$ cat src/rtl/fft_pkg.sv
// Shared types and sizes for the FFT datapath serial/parallel stages.
// Contents: frame geometry, sample/frame/index typedefs, PTS state encoding.
package fft_pkg;

    localparam int N_SAMPLES = 48;
    localparam int DATA_W    = 16;
    localparam int IDX_W     = $clog2(N_SAMPLES);

    typedef logic [DATA_W-1:0]      sample_t;
    typedef sample_t [N_SAMPLES-1:0] frame_t;
    typedef logic [IDX_W-1:0]       idx_t;

    typedef enum logic [0:0] {
        IDLE  = 1'b0,
        DRAIN = 1'b1
    } pts_state_t;

    localparam idx_t LAST_IDX = idx_t'(N_SAMPLES - 1);

endpackage

$ cat src/rtl/pts_wrapper_if.sv
// Serial sample stream between pts_wrapper and the result consumer.
// Signals: out_data/out_valid/out_last (source->sink), out_ready (sink->source).
interface pts_wrapper_if;
    import fft_pkg::*;

    sample_t out_data;
    logic    out_valid;
    logic    out_ready;
    logic    out_last;

    modport master (
        output out_data,
        output out_valid,
        output out_last,
        input  out_ready
    );

    modport slave (
        input  out_data,
        input  out_valid,
        input  out_last,
        output out_ready
    );

endinterface

$ cat src/rtl/pts_frame_buf.sv
// One registered frame of samples with a whole-frame write and indexed read.
// Ports: clk, we (write enable), wdata (frame), ridx (sample index), rdata.
module pts_frame_buf
    import fft_pkg::*;
(
    input  logic    clk,
    input  logic    we,
    input  frame_t  wdata,
    input  idx_t    ridx,
    output sample_t rdata
);

    frame_t mem;

    // Contents are don't-care after reset, so no reset term.
    always_ff @(posedge clk) begin
        if (we) begin
            mem <= wdata;
        end
    end

    assign rdata = mem[ridx];

endmodule

$ cat src/rtl/pts_wrapper.sv
// Parallel-to-serial output stage: captures a 48-sample frame, streams it out.
// Ports: clk, rst (sync, active-high), load/data_par/load_ready (frame capture),
//   out_if (serial stream master), frame_done (pulse), overflow (sticky).
// Option: PTS_DOUBLE_BUF_EN adds a shadow frame so frames stream back-to-back.
module pts_wrapper
    import fft_pkg::*;
(
    input  logic   clk,
    input  logic   rst,
    input  logic   load,
    input  frame_t data_par,
    output logic   load_ready,
    output logic   frame_done,
    output logic   overflow,
    pts_wrapper_if.master out_if
);

    localparam logic [0:0] ST_IDLE  = 1'(IDLE);
    localparam logic [0:0] ST_DRAIN = 1'(DRAIN);

    logic [0:0] state;
    idx_t       idx;
    logic       drain;
    logic       beat;
    logic       last_beat;
    logic       load_acc;
    logic       cont;
    sample_t    sample;

    assign drain     = (state == ST_DRAIN);
    assign beat      = drain && out_if.out_ready;
    assign last_beat = beat && (idx == LAST_IDX);
    assign load_acc  = load && load_ready;

`ifdef PTS_DOUBLE_BUF_EN
    // Two physical buffers in ping-pong: "act" is the one being drained,
    // the other is the shadow. Moving the shadow into the main buffer is
    // done by flipping act, which gives the same stream with no copy.
    logic    act;
    logic    shadow_full;
    logic    wsel;
    logic    we0;
    logic    we1;
    sample_t rd0;
    sample_t rd1;

    assign load_ready = !drain || !shadow_full;
    assign wsel       = drain ? !act : act;
    assign we0        = load_acc && !wsel;
    assign we1        = load_acc &&  wsel;
    // A load landing on the last beat fills the shadow and is taken at once.
    assign cont       = last_beat && (shadow_full || load_acc);
    assign sample     = act ? rd1 : rd0;

    pts_frame_buf u_buf0 (
        .clk   (clk),
        .we    (we0),
        .wdata (data_par),
        .ridx  (idx),
        .rdata (rd0)
    );

    pts_frame_buf u_buf1 (
        .clk   (clk),
        .we    (we1),
        .wdata (data_par),
        .ridx  (idx),
        .rdata (rd1)
    );

    always_ff @(posedge clk) begin
        if (rst) begin
            act         <= 1'b0;
            shadow_full <= 1'b0;
        end else if (cont) begin
            act         <= !act;
            shadow_full <= 1'b0;
        end else if (load_acc && drain) begin
            shadow_full <= 1'b1;
        end
    end
`else
    assign load_ready = !drain;
    assign cont       = 1'b0;

    pts_frame_buf u_buf0 (
        .clk   (clk),
        .we    (load_acc),
        .wdata (data_par),
        .ridx  (idx),
        .rdata (sample)
    );
`endif

    assign out_if.out_valid = drain;
    assign out_if.out_last  = drain && (idx == LAST_IDX);
    // Buffer is don't-care outside DRAIN; present zero instead.
    assign out_if.out_data  = drain ? sample : '0;

    always_ff @(posedge clk) begin
        if (rst) begin
            state      <= ST_IDLE;
            idx        <= '0;
            frame_done <= 1'b0;
            overflow   <= 1'b0;
        end else begin
            frame_done <= last_beat;
            if (load && !load_ready) begin
                overflow <= 1'b1;
            end
            case (state)
                ST_IDLE: begin
                    if (load_acc) begin
                        state <= ST_DRAIN;
                        idx   <= '0;
                    end
                end
                ST_DRAIN: begin
                    if (last_beat) begin
                        idx   <= '0;
                        state <= cont ? ST_DRAIN : ST_IDLE;
                    end else if (beat) begin
                        idx <= idx + idx_t'(1);
                    end
                end
                default: begin
                    state <= ST_IDLE;
                end
            endcase
        end
    end

endmodule

$ cat src/flat_wrapper.sv
// flat-port wrapper written by rule: the top's interface ports become plain ports
module pts_wrapper_flat import fft_pkg::*;
  (clk, rst, load, data_par, load_ready, frame_done, overflow, out_if_out_data, out_if_out_valid, out_if_out_last, out_if_out_ready);
  pts_wrapper_if out_if_i ();
  input  logic clk;
  input  logic rst;
  input  logic load;
  input  frame_t data_par;
  output logic load_ready;
  output logic frame_done;
  output logic overflow;
  output wire logic [$bits(out_if_i.out_data)-1:0] out_if_out_data;
  output wire logic [$bits(out_if_i.out_valid)-1:0] out_if_out_valid;
  output wire logic [$bits(out_if_i.out_last)-1:0] out_if_out_last;
  input wire logic [$bits(out_if_i.out_ready)-1:0] out_if_out_ready;
  assign out_if_out_data = out_if_i.out_data;
  assign out_if_out_valid = out_if_i.out_valid;
  assign out_if_out_last = out_if_i.out_last;
  assign out_if_i.out_ready = out_if_out_ready;
  pts_wrapper u_core (.clk(clk), .rst(rst), .load(load), .data_par(data_par), .load_ready(load_ready), .frame_done(frame_done), .overflow(overflow), .out_if(out_if_i));
endmodule
$ cat config.mk
export PLATFORM = sky130hd
export DESIGN_NAME = pts_wrapper_flat
export DESIGN_NICKNAME = d
export VERILOG_FILES = /design/src/rtl/fft_pkg.sv /design/src/rtl/pts_wrapper_if.sv /design/src/rtl/pts_frame_buf.sv /design/src/rtl/pts_wrapper.sv /design/src/flat_wrapper.sv
export SDC_FILE = /design/constraint.sdc
export NUM_CORES = 1
export LEC_CHECK = 0
export ABC_AREA = 1
export BUFFER_PORTS_ARGS = -buffer_cell sky130_fd_sc_hd__buf_2
export CORE_AREA = 10 10 304 306
export CTS_CLUSTER_DIAMETER = 60
export DETAILED_ROUTE_END_ITERATION = 12
export DIE_AREA = 0 0 314 316
export PLACE_DENSITY = 0.7
export SLEW_MARGIN = 5
export SYNTH_ARGS = -nofsm -noshare
export SYNTH_HDL_FRONTEND = slang
export SYNTH_SLANG_ARGS = --single-unit
$ cat constraint.sdc
create_clock -name clk -period 15.7 [get_ports clk]
set_clock_uncertainty 0.2 [all_clocks]
set_input_delay 0.785 -clock clk [delete_from_list [all_inputs] [get_ports clk]]
set_output_delay 0.785 -clock clk [all_outputs]
set_load 0.01 [all_outputs]
# Word level (Yosys, flattened, before mapping)
# Cells that the tools add are included.
# totals
reg_bits,777
latch_bits,0
ramBits,0
mem_bits_ro,0
in_bits,772
output_inout_bits,21
wordCells,75
memories,0
# op_classes
add_sub_neg,1
mul,0
n_div,0
magnitude_cmp,1
eq_ne,3
shifts,0
mux,10
n_bitwise,1
reduce_logical,7
# op_table
cell,n
binary-select mux 16 bit (select 6 bit),1
two-way mux 16 bit,2
two-way mux 6 bit,3
one-hot mux 6 bit (2 select lines),1
< comparator 6 x 7 -> 1 bit (second input constant),1
adder 6 x 1 -> 6 bit (second input constant),1
== test 6 bit (second input constant),1
logical AND 1 bit,5
!= test 3 bit (second input constant),1
two-way mux 1 bit,2
!= test 2 x 1 -> 1 bit (second input constant),1
one-hot mux 1 bit (2 select lines),1
AND reduction 2 bit,1
zero test 1 bit,1
NOT 1 bit,1

# Depth between registers and ports, before layout
# logic_depth
word_depth,4
mapped_depth,13

# Hierarchy
# Synthesis repeated with hierarchy kept, for this count alone.
# unflattened
cells_unflattened,2588
area_unflattened_um2,31438.9
# modules_own_cells
mod,n_inst,cells_per_inst,area_per_inst_um2,seq_area_each_um2
pts_frame_buf,1,2492,30835.8,23062.1
pts_wrapper,1,96,603.1,180.2

# Least setup slack after synthesis
# OpenSTA, ideal clock, no wires.
# synth_path
path_type,input -> register
from,in load
to,"reg u_core.u_buf0.mem[0] in the netlist's numbering, enable pin"
t_arrival_ps,15686
required_ps,14388
slack_ps,-1298
cell_stages,2
path_cell_list,nand2_1 inv_1
# synth_between
elab_chain_len,1
# synth_rtl
element,line,text
from (decl),flat_wrapper.sv:7,input logic load;
logical AND 1 bit,pts_wrapper.sv:33,assign load_acc = load && load_ready;
via u_core.load_acc,pts_wrapper.sv:26,logic load_acc;
to (signal assigned),pts_frame_buf.sv:18,mem <= wdata;
to (decl),pts_frame_buf.sv:13,frame_t mem;
# The timed path passes the listed nets, and every way through them passes these cells.
# A chain may end at the register's enable or synchronous reset.

# Final worst setup path
# layout_path
from,reg u_core.idx[1]
to,out out_if_out_data[4]
# layout_between
elab_chain_len,3
# layout_rtl
element,line,text
from (decl),pts_wrapper.sv:22,idx_t idx;
from (signal assigned),pts_wrapper.sv:123,idx <= idx + idx_t'(1);
binary-select mux 16 bit (select 6 bit),pts_frame_buf.sv:22,assign rdata = mem[ridx];
two-way mux 16 bit (not written as such),pts_frame_buf.sv:22,
two-way mux 16 bit,pts_wrapper.sv:98,assign out_if.out_data = drain ? sample : '0;
to (decl),flat_wrapper.sv:12,output wire logic [$bits(out_if_i.out_data)-1:0] out_if_out_data;
# Every way passes these cells. The select of a mux whose other input is x is not followed.

==> results.yml <==
outcome:
  status: "finished clean"
timing:
  fmax_mhz: 183
  rsz0062_at_grt: "no"
  finalSetupViolations: 0
  worst_pin_slew_ns: 1.15
  fin_ws_ns: 10.24
  hold_viol: 0
  whs_ns: 0.0994
  slew_headroom_pct: 23.4
  tns_ns: 0
  fin_crit_sh_pct: 34.8
  post-route-min-period_ns: 5.46
  finalMaxSlewViolations: 0
synthesis:
  avgSynthCellArea_um2: 11.1
  synthTopCellsByArea: "edfxtp_1 (71%), nand2_1 (9.2%), nand3_1 (5.5%)"
  synth_top_family_by_area: "simple AND/OR/NAND/NOR gates"
  synth-adder-area-share_pct: 0.0386
  synth.top_cell.area_share_pct: 71.2
  synthCells: 2925
  yosysSeqAreaShare_pct: 71.8
  synth_xor_area_share_pct: 0.0271
  netlist_area_um2: 32400
  syn_nets: 3698
  synth.yosys.warnings: 0
  synthSimpleGateAreaFrac_pct: 18.7
  synthMuxAreaShare_pct: 0
  synth-compound-area-share_pct: 3.28
  yosysUniqueCellTypes: 25
  ys_ff_latch: 777
  synth.largest_area_cell: "edfxtp_1"
global_route:
  grt_start_max_net_pins: 173
  antenna_found_initial: 45
  grtUsageTotal_pct: 23.2
  grt_pass1_vias: 24700
  overflow: 0
  grt_pass1_wl_mm: 167
cells_and_area:
  multi_input_area_um2: 7150
  postLayoutCoreUtil_pct: 46.6
  final_area_um2: 40200
  fill_cells: 7959
  nets: 4449
  area_growth_syn_to_layout_pct: 24.1
  regArea_um2: 23300
  drive_gt1_share_pct: 25.6
  instances_no_fill: 4943
floorplan:
  ios: 793
  die_area_um2: 99200
  die_x_um: 314
  die_h_um: 316
  core_area_um2: 86200
  rows: 108
  start_util_pct: 37.6
critical_path:
  r2r_slack_ns: 10.74
  worstSetupEndpoint: "out_if_out_data[4]"
  reg2reg_to: "u_core.u_buf0.mem[379]$_DFFE_PP_"
  startpoint_type: "flop"
  rr_startpoint: "u_core.out_if.out_valid$_SDFF_PP0_"
  crit_path_start: "u_core.idx[1]$_SDFFE_PP0P_"
  crit_type: "flop to primary output"
  crit_required_ns: 14.72
  arrival_ns: 4.47
  worst_setup_path_end_kind: "primary output"
  crit_path_max_fanout: 75
  reg2reg_depth: 6
drt:
  dr.pass1.iters: 6
  drc: 0
  wire_per_inst_um: 24.3
  wirelength_mm: 120
  drt_iter0_drc: 3014
  num_vias: 24400
  drtAntennaViolNets: 0
  via_per_inst: 4.94
clocking:
  clk_pin_slew_ns: 0.06
  clk_latency_ns: 0.63
  cts_resized: 0
  cts.hold.buffers_added: 0
  cts-buffers-inserted: 86
  post_cts.repair.setup_buffers: 0
  cts_sinks: 777
  cts_tree: "yes"
  cts_buffer_depth: 3
  htreeDepth: 3
  cts_root_buf: "clkbuf_16"
power:
  p_leak_nw: 17.1
  pwr-share-seq_pct: 49.9
  swShare_pct: 23.9
  p_per_area_nw_per_um2: 123
  power.share.combinational_pct: 8.6
  power_mw: 4.96
  p_sw_mw: 1.18
  internal_power_mw: 3.77
  ir_drop_mv: 0.0894
  clkPwrFrac_pct: 41.5
place:
  dp_cells: 4743
  portBuffers: 792
  dp_hpwl_mm: 88.7
  placed_area_um2: 37200
  place_ws_ns: 10.80
  gp_congestion: 0.875
worst_hold_path:
  hold_class: "input port to flop"
run:
  cap_viol_max_count: 0
==> layout make-up <==
| type | instances | area share (%) |
|---|---|---|
| well taps | 1155 | 3.60 |
| clock inverters | 55 | 1.60 |
| clock buffers | 107 | 5.68 |
| diodes | 38 | 0.237 |
| inverters | 285 | 2.72 |
| repair buffers | 820 | 10.5 |
| flip-flops and latches | 777 | 57.9 |
| multi-input cells | 1706 | 17.8 |
==> how the worst min path moves through the flow <==
stage,startpoint,end,slack [ns],cells after the start
final,data_par[596],u_core.u_buf0.mem[596]$_DFFE_PP_,0.1,1
after global placement,u_core.idx[5]$_SDFFE_PP0P_,u_core.idx[5]$_SDFFE_PP0P_,0.26,2
after floorplan,u_core.idx[5]$_SDFFE_PP0P_,u_core.idx[5]$_SDFFE_PP0P_,0.25,2
after detailed placement,u_core.idx[5]$_SDFFE_PP0P_,u_core.idx[5]$_SDFFE_PP0P_,0.28,2
after CTS,data_par[617],u_core.u_buf0.mem[617]$_DFFE_PP_,0.05,1
after global routing,data_par[617],u_core.u_buf0.mem[617]$_DFFE_PP_,0.07,1
==> state kept, by name (all words and copies together), names as in the netlist <==
name                     count
u_core.overflow              1
u_core.u_buf0.mem          768
u_core.idx                   6
u_core.frame_done            1
u_core.out_if.out_valid      1
==> routing by layer <==
layer / vias to the layer above / GRT usage, % / part of all wire (%)
met5: - / 0 / 0.14
met4: 26 / 10.1 / 3.5
met3: 211 / 5.85 / 9.0
met2: 1221 / 38.8 / 50
met1: 11600 / 28.3 / 38
li1: 11300 / - / -
==> power groups by stage <==
| stage | Sequential [mW] | Combinational (mW) | Clock (mW) |
|---|---|---|---|
| 2_1_floorplan | 2.57 | 0.212 | 0 |
| 3_3_place_gp | 2.51 | 0.425 | 0 |
| 3_5_place_dp | 2.52 | 0.428 | 0 |
| 4_1_cts | 2.47 | 0.431 | 2.09 |
| 5_1_grt | 2.48 | 0.471 | 2.17 |
| 6_report | 2.48 | 0.425 | 2.06 |
==> cell families after synthesis <==
kind of cell             Yosys count
XOR/XNOR                           1
adder cells (fa/ha/maj)            1
flip-flops                       777
AO/OA/AOI/OAI                    212
AND/OR/NAND/NOR                 1492
buffers and inverters            442
==> cells in the final DEF (no fill, tap or decap) <==
cell,netlist,routed
nor2_1,336,336
clkinv_4,0,5
nor2_4,1,1
clkbuf_16,0,87
clkinvlp_4,0,4
o21ai_0,157,157
clkinv_1,3,19
nor3_1,2,2
buf_4,22,24
inv_6,1,2
clkbuf_8,0,3
bufinv_16,0,9
nor4_1,1,1
clkbuf_1,50,17
inv_2,0,3
dfxtp_2,0,1
edfxtp_1,768,768
clkinv_16,0,3
buf_2,52,792
xor2_1,1,1
a21oi_1,55,55
nand2_1,795,795
ha_1,1,1
nor3b_1,1,1
inv_1,280,276
clkinv_8,0,6
nor2_2,1,1
dfxtp_1,9,6
diode_2,0,38
buf_12,1,4
nor3_2,1,1
dfxtp_4,0,2
nand3_1,354,354
clkinv_2,0,13
==> synthesized netlist by cell type <==
cell	number
nor3b_1	1
inv_6	1
nor2_4	1
nand3_1	354
buf_1	12
o21ai_0	157
edfxtp_1	768
ha_1	1
buf_12	1
nand2_1	795
inv_1	280
buf_2	52
inv_4	1
a21oi_1	55
clkinv_1	3
nor4_1	1
nor3_1	2
buf_4	22
nor2_2	1
buf_6	20
dfxtp_1	9
clkbuf_1	50
xor2_1	1
nor2_1	336
nor3_2	1
==> critical path, stage by stage, from the launching register on <==
cell and delay, ns:
dfxtp_4 0.55, inv_6 0.58, buf_4 0.65, nand3_1 0.37, a21oi_1 0.49, nor2_1 0.12
nand2_1 0.22, nand3_1 0.21, a21oi_1 0.32, buf_2 0.21
No activity file was read; power rests on OpenSTA's default activity.
